==> config.mk <==
export PLATFORM = sky130hd
export DESIGN_NAME = pong_game_ctrl
export DESIGN_NICKNAME = d
export VERILOG_FILES = /design/src/rtl/pong_game_ctrl.sv
export SDC_FILE = /design/constraint.sdc
export NUM_CORES = 1
export LEC_CHECK = 0
export CELL_PAD_IN_SITES_DETAIL_PLACEMENT = 1
export CELL_PAD_IN_SITES_GLOBAL_PLACEMENT = 1
export CORE_AREA = 2 2 106 108
export DETAILED_ROUTE_END_ITERATION = 6
export DIE_AREA = 0 0 108 110
export GPL_ROUTABILITY_DRIVEN = 1
export GPL_TIMING_DRIVEN = 0
export PLACE_DENSITY_LB_ADDON = 0.1
export SYNTH_ARGS = -nofsm -noshare
export SYNTH_HDL_FRONTEND = slang
export SYNTH_SLANG_ARGS = --single-unit
==> constraint.sdc <==
create_clock -name clk -period 5.3 [get_ports clk]
set_input_delay 1.06 -clock clk [delete_from_list [all_inputs] [get_ports clk]]
set_output_delay 1.06 -clock clk [all_outputs]
set_load 0.01 [all_outputs]
==> src/rtl/pong_game_ctrl.sv <==
// Pong game controller: tick divider, serve/play/point/over state machine,
// ball motion with wall and paddle reflection, and score keeping.
module pong_game_ctrl #(
  parameter int TICK_DIV    = 262144,
  parameter int SERVE_DELAY = 60,
  parameter int WIN_SCORE   = 7,
  parameter int PADDLE_H    = 64
) (
  input  logic       clk,
  input  logic       rst_n,
  input  logic       start_n,
  input  logic [9:0] paddle_l_y,
  input  logic [9:0] paddle_r_y,
  output logic       tick,
  output logic       paddle_en,
  output logic [9:0] ball_x,
  output logic [9:0] ball_y,
  output logic [3:0] score_l,
  output logic [3:0] score_r,
  output logic [2:0] state,
  output logic       game_over
);

  localparam int CW = $clog2(TICK_DIV);
  localparam int SW = $clog2(SERVE_DELAY + 1);

  localparam logic [CW-1:0] CNT_MAX = CW'(TICK_DIV - 1);
  localparam logic [CW-1:0] CNT_PRE = CW'(TICK_DIV - 2);
  localparam logic [SW-1:0] SRV_LOAD = SW'(SERVE_DELAY);
  localparam logic [3:0]    WIN     = 4'(WIN_SCORE);
  localparam logic [10:0]   PH      = 11'(PADDLE_H);

  localparam logic [9:0] X_CTR = 10'd316;
  localparam logic [9:0] Y_CTR = 10'd236;
  localparam logic [9:0] X_PL  = 10'd24;
  localparam logic [9:0] X_PR  = 10'd608;
  localparam logic [9:0] X_MAX = 10'd632;
  localparam logic [9:0] Y_MAX = 10'd472;

  typedef enum logic [2:0] {
    S_IDLE  = 3'd0,
    S_SERVE = 3'd1,
    S_PLAY  = 3'd2,
    S_POINT = 3'd3,
    S_OVER  = 3'd4
  } state_t;

  state_t        st, st_nx;
  logic [CW-1:0] cnt;
  logic [9:0]    bx, by, bx_nx, by_nx;
  logic          dx, dy, dx_nx, dy_nx;
  logic [3:0]    sl, sr, sl_nx, sr_nx;
  logic [SW-1:0] srv, srv_nx;
  logic          pt_right, pt_right_nx;

  logic [10:0]   by_w, pl_w, pr_w;
  logic          hit_l, hit_r;
  logic          ndx, ndy;
  logic [3:0]    sc;

  function automatic logic [3:0] sat_inc(input logic [3:0] s);
    return (s == 4'hF) ? s : s + 4'd1;
  endfunction

  // Tick divider; tick is registered so it is high while cnt == TICK_DIV-1.
  always_ff @(posedge clk or negedge rst_n) begin
    if (!rst_n) begin
      cnt  <= '0;
      tick <= 1'b0;
    end else begin
      cnt  <= (cnt == CNT_MAX) ? '0 : cnt + CW'(1);
      tick <= (cnt == CNT_PRE);
    end
  end

  always_ff @(posedge clk or negedge rst_n) begin
    if (!rst_n) begin
      st       <= S_IDLE;
      bx       <= X_CTR;
      by       <= Y_CTR;
      dx       <= 1'b1;
      dy       <= 1'b1;
      sl       <= '0;
      sr       <= '0;
      srv      <= '0;
      pt_right <= 1'b0;
    end else begin
      st       <= st_nx;
      bx       <= bx_nx;
      by       <= by_nx;
      dx       <= dx_nx;
      dy       <= dy_nx;
      sl       <= sl_nx;
      sr       <= sr_nx;
      srv      <= srv_nx;
      pt_right <= pt_right_nx;
    end
  end

  // Paddle overlap in 11 bits so ball_y+8 and paddle_y+PADDLE_H never wrap.
  assign by_w  = {1'b0, by};
  assign pl_w  = {1'b0, paddle_l_y};
  assign pr_w  = {1'b0, paddle_r_y};
  assign hit_l = (by_w + 11'd8 > pl_w) && (by_w < pl_w + PH);
  assign hit_r = (by_w + 11'd8 > pr_w) && (by_w < pr_w + PH);

  always_comb begin
    st_nx       = st;
    bx_nx       = bx;
    by_nx       = by;
    dx_nx       = dx;
    dy_nx       = dy;
    sl_nx       = sl;
    sr_nx       = sr;
    srv_nx      = srv;
    pt_right_nx = pt_right;
    ndx         = dx;
    ndy         = dy;
    sc          = '0;

    if (tick) begin
      case (st)
        S_IDLE: begin
          bx_nx = X_CTR;
          by_nx = Y_CTR;
          if (!start_n) begin
            st_nx  = S_SERVE;
            sl_nx  = '0;
            sr_nx  = '0;
            srv_nx = SRV_LOAD;
          end
        end

        S_SERVE: begin
          bx_nx = X_CTR;
          by_nx = Y_CTR;
          if (srv != '0) srv_nx = srv - SW'(1);
          if (srv <= SW'(1)) st_nx = S_PLAY;
        end

        S_PLAY: begin
          if (bx == '0 && !dx) begin
            pt_right_nx = 1'b1;
            st_nx       = S_POINT;
          end else if (bx == X_MAX && dx) begin
            pt_right_nx = 1'b0;
            st_nx       = S_POINT;
          end else begin
            // Reflections resolve first; the move then uses the new direction.
            if (by == '0 && !dy)    ndy = 1'b1;
            if (by == Y_MAX && dy)  ndy = 1'b0;
            if (bx == X_PL && !dx && hit_l) ndx = 1'b1;
            if (bx == X_PR &&  dx && hit_r) ndx = 1'b0;
            dx_nx = ndx;
            dy_nx = ndy;
            bx_nx = ndx ? bx + 10'd1 : bx - 10'd1;
            by_nx = ndy ? by + 10'd1 : by - 10'd1;
          end
        end

        S_POINT: begin
          if (pt_right) begin
            sc    = sat_inc(sr);
            sr_nx = sc;
          end else begin
            sc    = sat_inc(sl);
            sl_nx = sc;
          end
          if (sc == WIN) begin
            st_nx = S_OVER;
          end else begin
            st_nx  = S_SERVE;
            bx_nx  = X_CTR;
            by_nx  = Y_CTR;
            srv_nx = SRV_LOAD;
            dx_nx  = ~pt_right;
          end
        end

        S_OVER: begin
          if (!start_n) begin
            st_nx  = S_SERVE;
            sl_nx  = '0;
            sr_nx  = '0;
            dx_nx  = 1'b1;
            bx_nx  = X_CTR;
            by_nx  = Y_CTR;
            srv_nx = SRV_LOAD;
          end
        end

        default: st_nx = S_IDLE;
      endcase
    end
  end

  assign ball_x    = bx;
  assign ball_y    = by;
  assign score_l   = sl;
  assign score_r   = sr;
  assign state     = st;
  assign game_over = (st == S_OVER);
  assign paddle_en = tick && (st == S_PLAY);

endmodule
==> results.json, run 1 <==
{
  "status": "completed",
  "r2r_setup_slack_ns": 0.53,
  "fin_skew_ns": 0.0110,
  "fp.dieH_microns": 110,
  "ios": 57,
  "clk_pin_slew_ns": 0.09,
  "diodes": 0,
  "synth_seq_area_share_pct": 32.7,
  "finalSetupViolCount": 0,
  "p_seq_share_pct": 48.6,
  "detail-route-antenna-nets": 0,
  "required_ns": 5.58,
  "finalSetupTns_ns": 0,
  "r2r_end": "ball_x[9]$_DFFE_PN0P_",
  "p_clk_share_pct": 43.4,
  "clk_latency_ns": 0.36,
  "criticalPathCategory": "in -> reg",
  "worst_pin_slew_ns": 0.790,
  "ys_warn_count": 0,
  "drv_slew": 0,
  "critPathCaptureType": "register",
  "grt_pass1_wl_microns": 21600,
  "antenna_found_initial": 0,
  "track_usage_pct": 23.2,
  "synthArstFlopShare_pct": 100,
  "fin_total_pwr_w": 0.000927,
  "io_buffers": 56,
  "initial_core_util_pct": 42.6,
  "num_vias": 4073,
  "clockBufferDepth": 2,
  "pwr-share-comb_pct": 8.1,
  "post_drt_wl_per_cell_microns": 17.2,
  "drive_above_1_share_pct": 8.54,
  "drv_cap": 0,
  "grt_max_degree": 60,
  "rsz0062_at_grt": "no",
  "die-area_sq_mm": 0.0119,
  "detailed_place_hpwl_microns": 9450,
  "die_width_microns": 108,
  "rr_startpoint": "ball_y[6]$_DFFE_PN1P_",
  "whs_endpoint": "cnt[6]$_DFF_PN0_",
  "drtIter0Drc": 209,
  "cp.arrival_ns": 5.29,
  "cts_buffers": 9,
  "yosysTopAreaCell": "dfrtp_1",
  "holdPathStages": 1,
  "fmax_mhz": 200,
  "drtPass1Iterations": 4,
  "cts_root_buf": "clkbuf_8",
  "yosys.area.top_type_share_pct": 25.8,
  "grt_pass1_vias": 4395,
  "syn_nets": 605,
  "synth.area.top_cells": "dfrtp_1 (26%), ha_1 (16%), dfstp_2 (6.9%)",
  "leakage_nw": 2.53,
  "fin_crit_ns": 5.01,
  "intPower_w": 0.000663,
  "ctsHtreeMaxLevel": 3,
  "drt_wl_total_microns": 12700,
  "dpl.cell_count": 717,
  "relSlewSlack_pct": 47.3,
  "final_cell_area_sq_mm": 0.00554,
  "synth_common_cells": "ha_1 (59), nor2_1 (53), dfrtp_1 (47)",
  "syn_to_final_growth_pct": 21.5,
  "rows": 38,
  "cts_tree": "yes",
  "startpoint_type": "primary input",
  "num-nets-final": 676,
  "cellPowerDensity_mw_per_mm2": 167,
  "avgSynthCellArea_sq_um": 8.75,
  "core_sq_mm": 0.0107,
  "switching_share_pct": 28.5,
  "utilization_pct": 51.8,
  "holdBufCountCts": 0,
  "syn_area_sq_mm": 0.00456,
  "hold_path_class": "reg -> reg",
  "place_congestion": 0.801,
  "instances_no_fill": 737,
  "hold_start": "cnt[6]$_DFF_PN0_",
  "ys_ff_latch": 59,
  "yosysMostFrequentCell": "ha_1",
  "synth_cell_types": 59,
  "overflow": 0,
  "ys.flop_type": "dfrtp_1",
  "avgViaCountPerCell": 5.53,
  "power_switching_w": 0.000265,
  "synth_cells": 521,
  "synth_edf_count": 0,
  "hold_violations": 0,
  "placed_area_sq_mm": 0.00529,
  "rr_worst_depth": 19,
  "vdd_drop_max_uv": 129,
  "cp_max_fo": 4,
  "period_share_pct": 94.6,
  "cts_num_sinks": 59,
  "drc_errors": 0
}
[placed cells by master, fill, tap and decap left out, types with 3 or more instances in the layout]
cell / count
nor3_1: 6
nand3b_1: 4
or3_1: 5
nor3b_1: 3
clkdlybuf4s50_1: 53
ha_1: 58
nand2b_1: 4
xor2_1: 20
dfstp_2: 12
nand2_1: 42
nand3_1: 24
a21o_1: 9
and3_1: 9
dfrtp_1: 47
clkbuf_1: 6
o21a_1: 6
o21ai_2: 3
a21oi_1: 45
nor4_1: 4
nor2_1: 53
o21ai_0: 29
xnor2_1: 22
o21ai_1: 5
nand4_1: 8
a211o_1: 3
inv_1: 41
clkbuf_8: 9
buf_4: 5
[cell families (layout without fill, tap and decap cells)]
group / Yosys count / in the layout / share of synthesized area, %
AOI/OAI and AO/OA: 135 / 135 / 18.7
xor gates and xnor gates: 42 / 42 / 8.07
adders and majority gates: 61 / 61 / 17.1
buffers and inverters: 49 / 125 / 4.20
DFF: 59 / 59 / 32.7
and+or+nand+nor: 175 / 175 / 19.2
[metrics by stage]
stage	hold slack (ns)	worst slack, ns
final	0.464	0.288
after global placement	0.452	-0.700
after CTS	0.469	0.103
after floorplan	0.434	0.400
after detailed placement	0.453	-0.778
after global routing	0.483	0.0838
[per-layer routing]
metal,global-route usage (%),up-vias,part of all wire [%]
li1,-,2009,-
met1,29.6,2005,47
met2,40.8,49,50
met3,3.76,10,2.5
met4,6.14,0,0.96
met5,0,-,0
[repair_timing]
action / in CTS / in global routing
endpoints found under the setup margin: 1 / 2
resized for setup: 3 / 7
pin swaps: 0 / 4
setup buffers: 3 / 1
hold endpoints to repair: 0 / 0
[power groups by stage]
| stage | combinational, W | sequential (W) | clock, W |
|---|---|---|---|
| floorplan | 0.0000355 | 0.000459 | 0 |
| global placement | 0.0000717 | 0.000459 | 0 |
| detailed placement | 0.0000743 | 0.000459 | 0 |
| CTS | 0.0000757 | 0.000450 | 0.000410 |
| global route | 0.0000865 | 0.000450 | 0.000431 |
| finish | 0.0000747 | 0.000450 | 0.000402 |
[flip-flops by register name, summed over array words and instances, names as in the netlist]
name / count
ball_x: 10
ball_y: 10
cnt: 18
dx: 1
dy: 1
pt_right: 1
score_l: 4
score_r: 4
srv: 6
state: 3
tick: 1
[worst max-delay path by stage]
stage / from / end / slack [ns] / depth (start not counted)
2_1_floorplan: paddle_r_y[6] / ball_x[9]$_DFFE_PN0P_ / 0.40 / 18
3_3_place_gp: paddle_r_y[6] / ball_x[9]$_DFFE_PN0P_ / -0.70 / 19
3_5_place_dp: paddle_r_y[6] / ball_x[9]$_DFFE_PN0P_ / -0.78 / 19
4_1_cts: paddle_r_y[6] / ball_x[9]$_DFFE_PN0P_ / 0.10 / 19
5_1_grt: paddle_r_y[8] / ball_x[9]$_DFFE_PN0P_ / 0.08 / 18
6_report: paddle_r_y[8] / ball_x[9]$_DFFE_PN0P_ / 0.29 / 18
[worst max-delay path, cell delays in order]
cell	delay [ns]
clkdlybuf4s50_1	0.57
xnor2_1	0.15
ha_1	0.26
a21o_1	0.19
a211o_1	0.28
or3_1	0.32
a22oi_2	0.27
a211oi_4	0.14
inv_2	0.11
ha_1	0.22
a21o_2	0.22
a211oi_2	0.23
nor2_1	0.11
o41ai_2	0.38
o21ai_1	0.12
xor2_1	0.16
or3_2	0.43
o21ai_2	0.07
[layout make-up]
class / instances / area [sq um]
plain buffers: 7 / 33.8
clock inverters: 7 / 61.3
flip-flops and latches: 59 / 1490
well taps: 140 / 175
fillers: 1285 / 5160
repair buffers: 60 / 593
inverters: 42 / 158
clock buffers: 9 / 124
multi-input cells: 413 / 2900
Power figures use the tool's default switching activity.
==> run 2: changes to the inputs <==
CTS_CLUSTER_SIZE = 28   (was default)
==> results of run 2 <==
Same layout as run 1: the final DEF is identical, and so are final timing and power.
==> run 3: changes to the inputs <==
SLEW_MARGIN = 10   (was default)
==> results.json, run 3 (synthesis gave the netlist of run 1 again) <==
{
  "status": "completed",
  "num-nets-final": 676,
  "syn_to_final_growth_pct": 22.0,
  "cts_num_sinks": 59,
  "num_vias": 4093,
  "cp_max_fo": 3,
  "io_buffers": 56,
  "initial_core_util_pct": 42.6,
  "die_width_microns": 108,
  "core_sq_mm": 0.0107,
  "antenna_found_initial": 0,
  "diodes": 0,
  "required_ns": 5.58,
  "relSlewSlack_pct": 52.2,
  "hold_violations": 0,
  "path_cells": "clkdlybuf4s50_1 -> inv_1 -> ha_1 -> a21oi_1 -> a21oi_1 -> o311ai_0 -> a22oi_2 -> a211oi_4 -> inv_2 -> ha_1 -> a21o_2 -> a211oi_2 -> nor2_1 -> o41ai_2 -> o21ai_1 -> xor2_1 -> or3_2 -> o21ai_2",
  "cpPeakStageDelay_ns": 0.47,
  "hold_path_class": "reg -> reg",
  "die-area_sq_mm": 0.0119,
  "power_switching_w": 0.000263,
  "drv_slew": 0,
  "fp.dieH_microns": 110,
  "p_seq_share_pct": 48.5,
  "drv_cap": 0,
  "startpoint_type": "primary input",
  "slowest_stage": "o311ai_0",
  "pwr-share-comb_pct": 8.4,
  "ctsHtreeMaxLevel": 3,
  "switching_share_pct": 28.3,
  "drive_above_1_share_pct": 8.54,
  "cts_tree": "yes",
  "cp.arrival_ns": 5.36,
  "worst_pin_slew_ns": 0.699,
  "avgViaCountPerCell": 5.55,
  "detail-route-antenna-nets": 0,
  "drtPass1Iterations": 4,
  "r2r_setup_slack_ns": 0.38,
  "post_drt_wl_per_cell_microns": 17.3,
  "clk_pin_slew_ns": 0.09,
  "intPower_w": 0.000665,
  "clockBufferDepth": 2,
  "finalSetupViolCount": 0,
  "largest_reg_flops": 18,
  "hold_start": "cnt[6]$_DFF_PN0_",
  "fin_crit_ns": 5.08,
  "p_clk_share_pct": 43.1,
  "criticalPathCategory": "in -> reg",
  "place_ws_ns": -0.773,
  "cp_num_cells": 18,
  "worst_slack_ns": 0.215,
  "vdd_drop_max_uv": 128,
  "cts_root_buf": "clkbuf_8",
  "worstSetupStartpoint": "paddle_r_y[2]",
  "rr_startpoint": "ball_y[3]$_DFFE_PN1P_",
  "critPathCaptureType": "register",
  "top_register": "cnt",
  "rr_worst_depth": 18,
  "clk_latency_ns": 0.35,
  "leakage_nw": 2.54,
  "cellPowerDensity_mw_per_mm2": 167,
  "drtIter0Drc": 182,
  "layout_commonest_cell": "ha_1",
  "detailed_place_hpwl_microns": 9500,
  "finalSetupTns_ns": 0,
  "place_congestion": 0.801,
  "overflow": 0,
  "rows": 38,
  "drt_wl_total_microns": 12800,
  "ios": 57,
  "track_usage_pct": 23.1,
  "cts_buffers": 9,
  "r2r_end": "ball_x[9]$_DFFE_PN0P_",
  "final_cell_mix": "ha_1 (58), nor2_1 (53), clkdlybuf4s50_1 (53)",
  "crit_end": "ball_x[9]$_DFFE_PN0P_",
  "period_share_pct": 95.9,
  "grt_pass1_wl_microns": 21700,
  "drc_errors": 0,
  "cp_num_buf_inv": 3,
  "fmax_mhz": 197,
  "cp_top_family": "compound AO/OA/AOI/OAI gates",
  "grt_pass1_vias": 4453,
  "fin_skew_ns": 0.0111,
  "grt_max_degree": 60
}
-- run 3: cell counts in the layout (fill, tap and decap cells not counted) --
Identical to the previous run, type by type.
-- run 3: final cells by class --
| class | count | area, sq um |
|---|---|---|
| plain buffers | 7 | 33.8 |
| clock buffers | 9 | 124 |
| clock inverters | 7 | 61.3 |
| fillers | 1283 | 5140 |
| inverters | 42 | 158 |
| multi-input cells | 413 | 2900 |
| flip-flops and latches | 59 | 1490 |
| well taps | 140 | 175 |
| repair buffers | 60 | 613 |
-- run 3: timing repair --
action	CTS	global route
cloned	0	0
buffers inserted	2	1
pin swaps	0	3
setup endpoints to repair	1	1
hold buffers	0	0
gates resized for setup	2	7
-- run 3: stage by stage --
step                      hold WS [ns]  std cells  area, sq um  util (%)  total power, W
final                            0.463        737         5560      52.0        0.000928
after global routing             0.478        737         5560      52.0        0.000969
after CTS                        0.469        736         5530      51.7        0.000938
after detailed placement         0.455        718         5320      49.7        0.000536
after global placement           0.452        717         5290      49.5        0.000531
after floorplan                  0.434        521         4560         -        0.000494
-- run 3: per-layer routing --
| metal | vias to the layer above | track usage, % | wire length, microns |
|---|---|---|---|
| met5 | - | 0 | 0 |
| met4 | 0 | 5.40 | 121 |
| met3 | 12 | 3.29 | 283 |
| met2 | 51 | 41.6 | 6430 |
| met1 | 2021 | 29.3 | 5940 |
| li1 | 2009 | - | - |
-- run 3: power by group through the flow --
| stage | Sequential, W | Combinational [W] | Clock [W] |
|---|---|---|---|
| after floorplan | 0.000459 | 0.0000355 | 0 |
| after detailed placement | 0.000459 | 0.0000773 | 0 |
| final | 0.000450 | 0.0000780 | 0.000400 |
| after CTS | 0.000450 | 0.0000781 | 0.000410 |
| after global routing | 0.000450 | 0.0000901 | 0.000429 |
| after global placement | 0.000459 | 0.0000717 | 0 |
-- run 3: worst min-delay path by stage --
stage	endpoint	cells after the start	slack (ns)
finish	cnt[6]$_DFF_PN0_	1	0.46
global route	cnt[6]$_DFF_PN0_	1	0.48
CTS	cnt[6]$_DFF_PN0_	1	0.47
detailed placement	cnt[6]$_DFF_PN0_	1	0.45
global placement	cnt[6]$_DFF_PN0_	1	0.45
floorplan	cnt[14]$_DFF_PN0_	1	0.43
-- run 3: worst register-to-register path, delay by kind of cell, from the launching register on --
| family | cells | cell delay [ns] |
|---|---|---|
| simple gates | 3 | 0.60 |
| flops | 1 | 0.66 |
| fa+ha+maj | 3 | 0.83 |
| xor+xnor | 2 | 0.40 |
| compound gates | 9 | 2.27 |
| buf+inv | 1 | 0.11 |
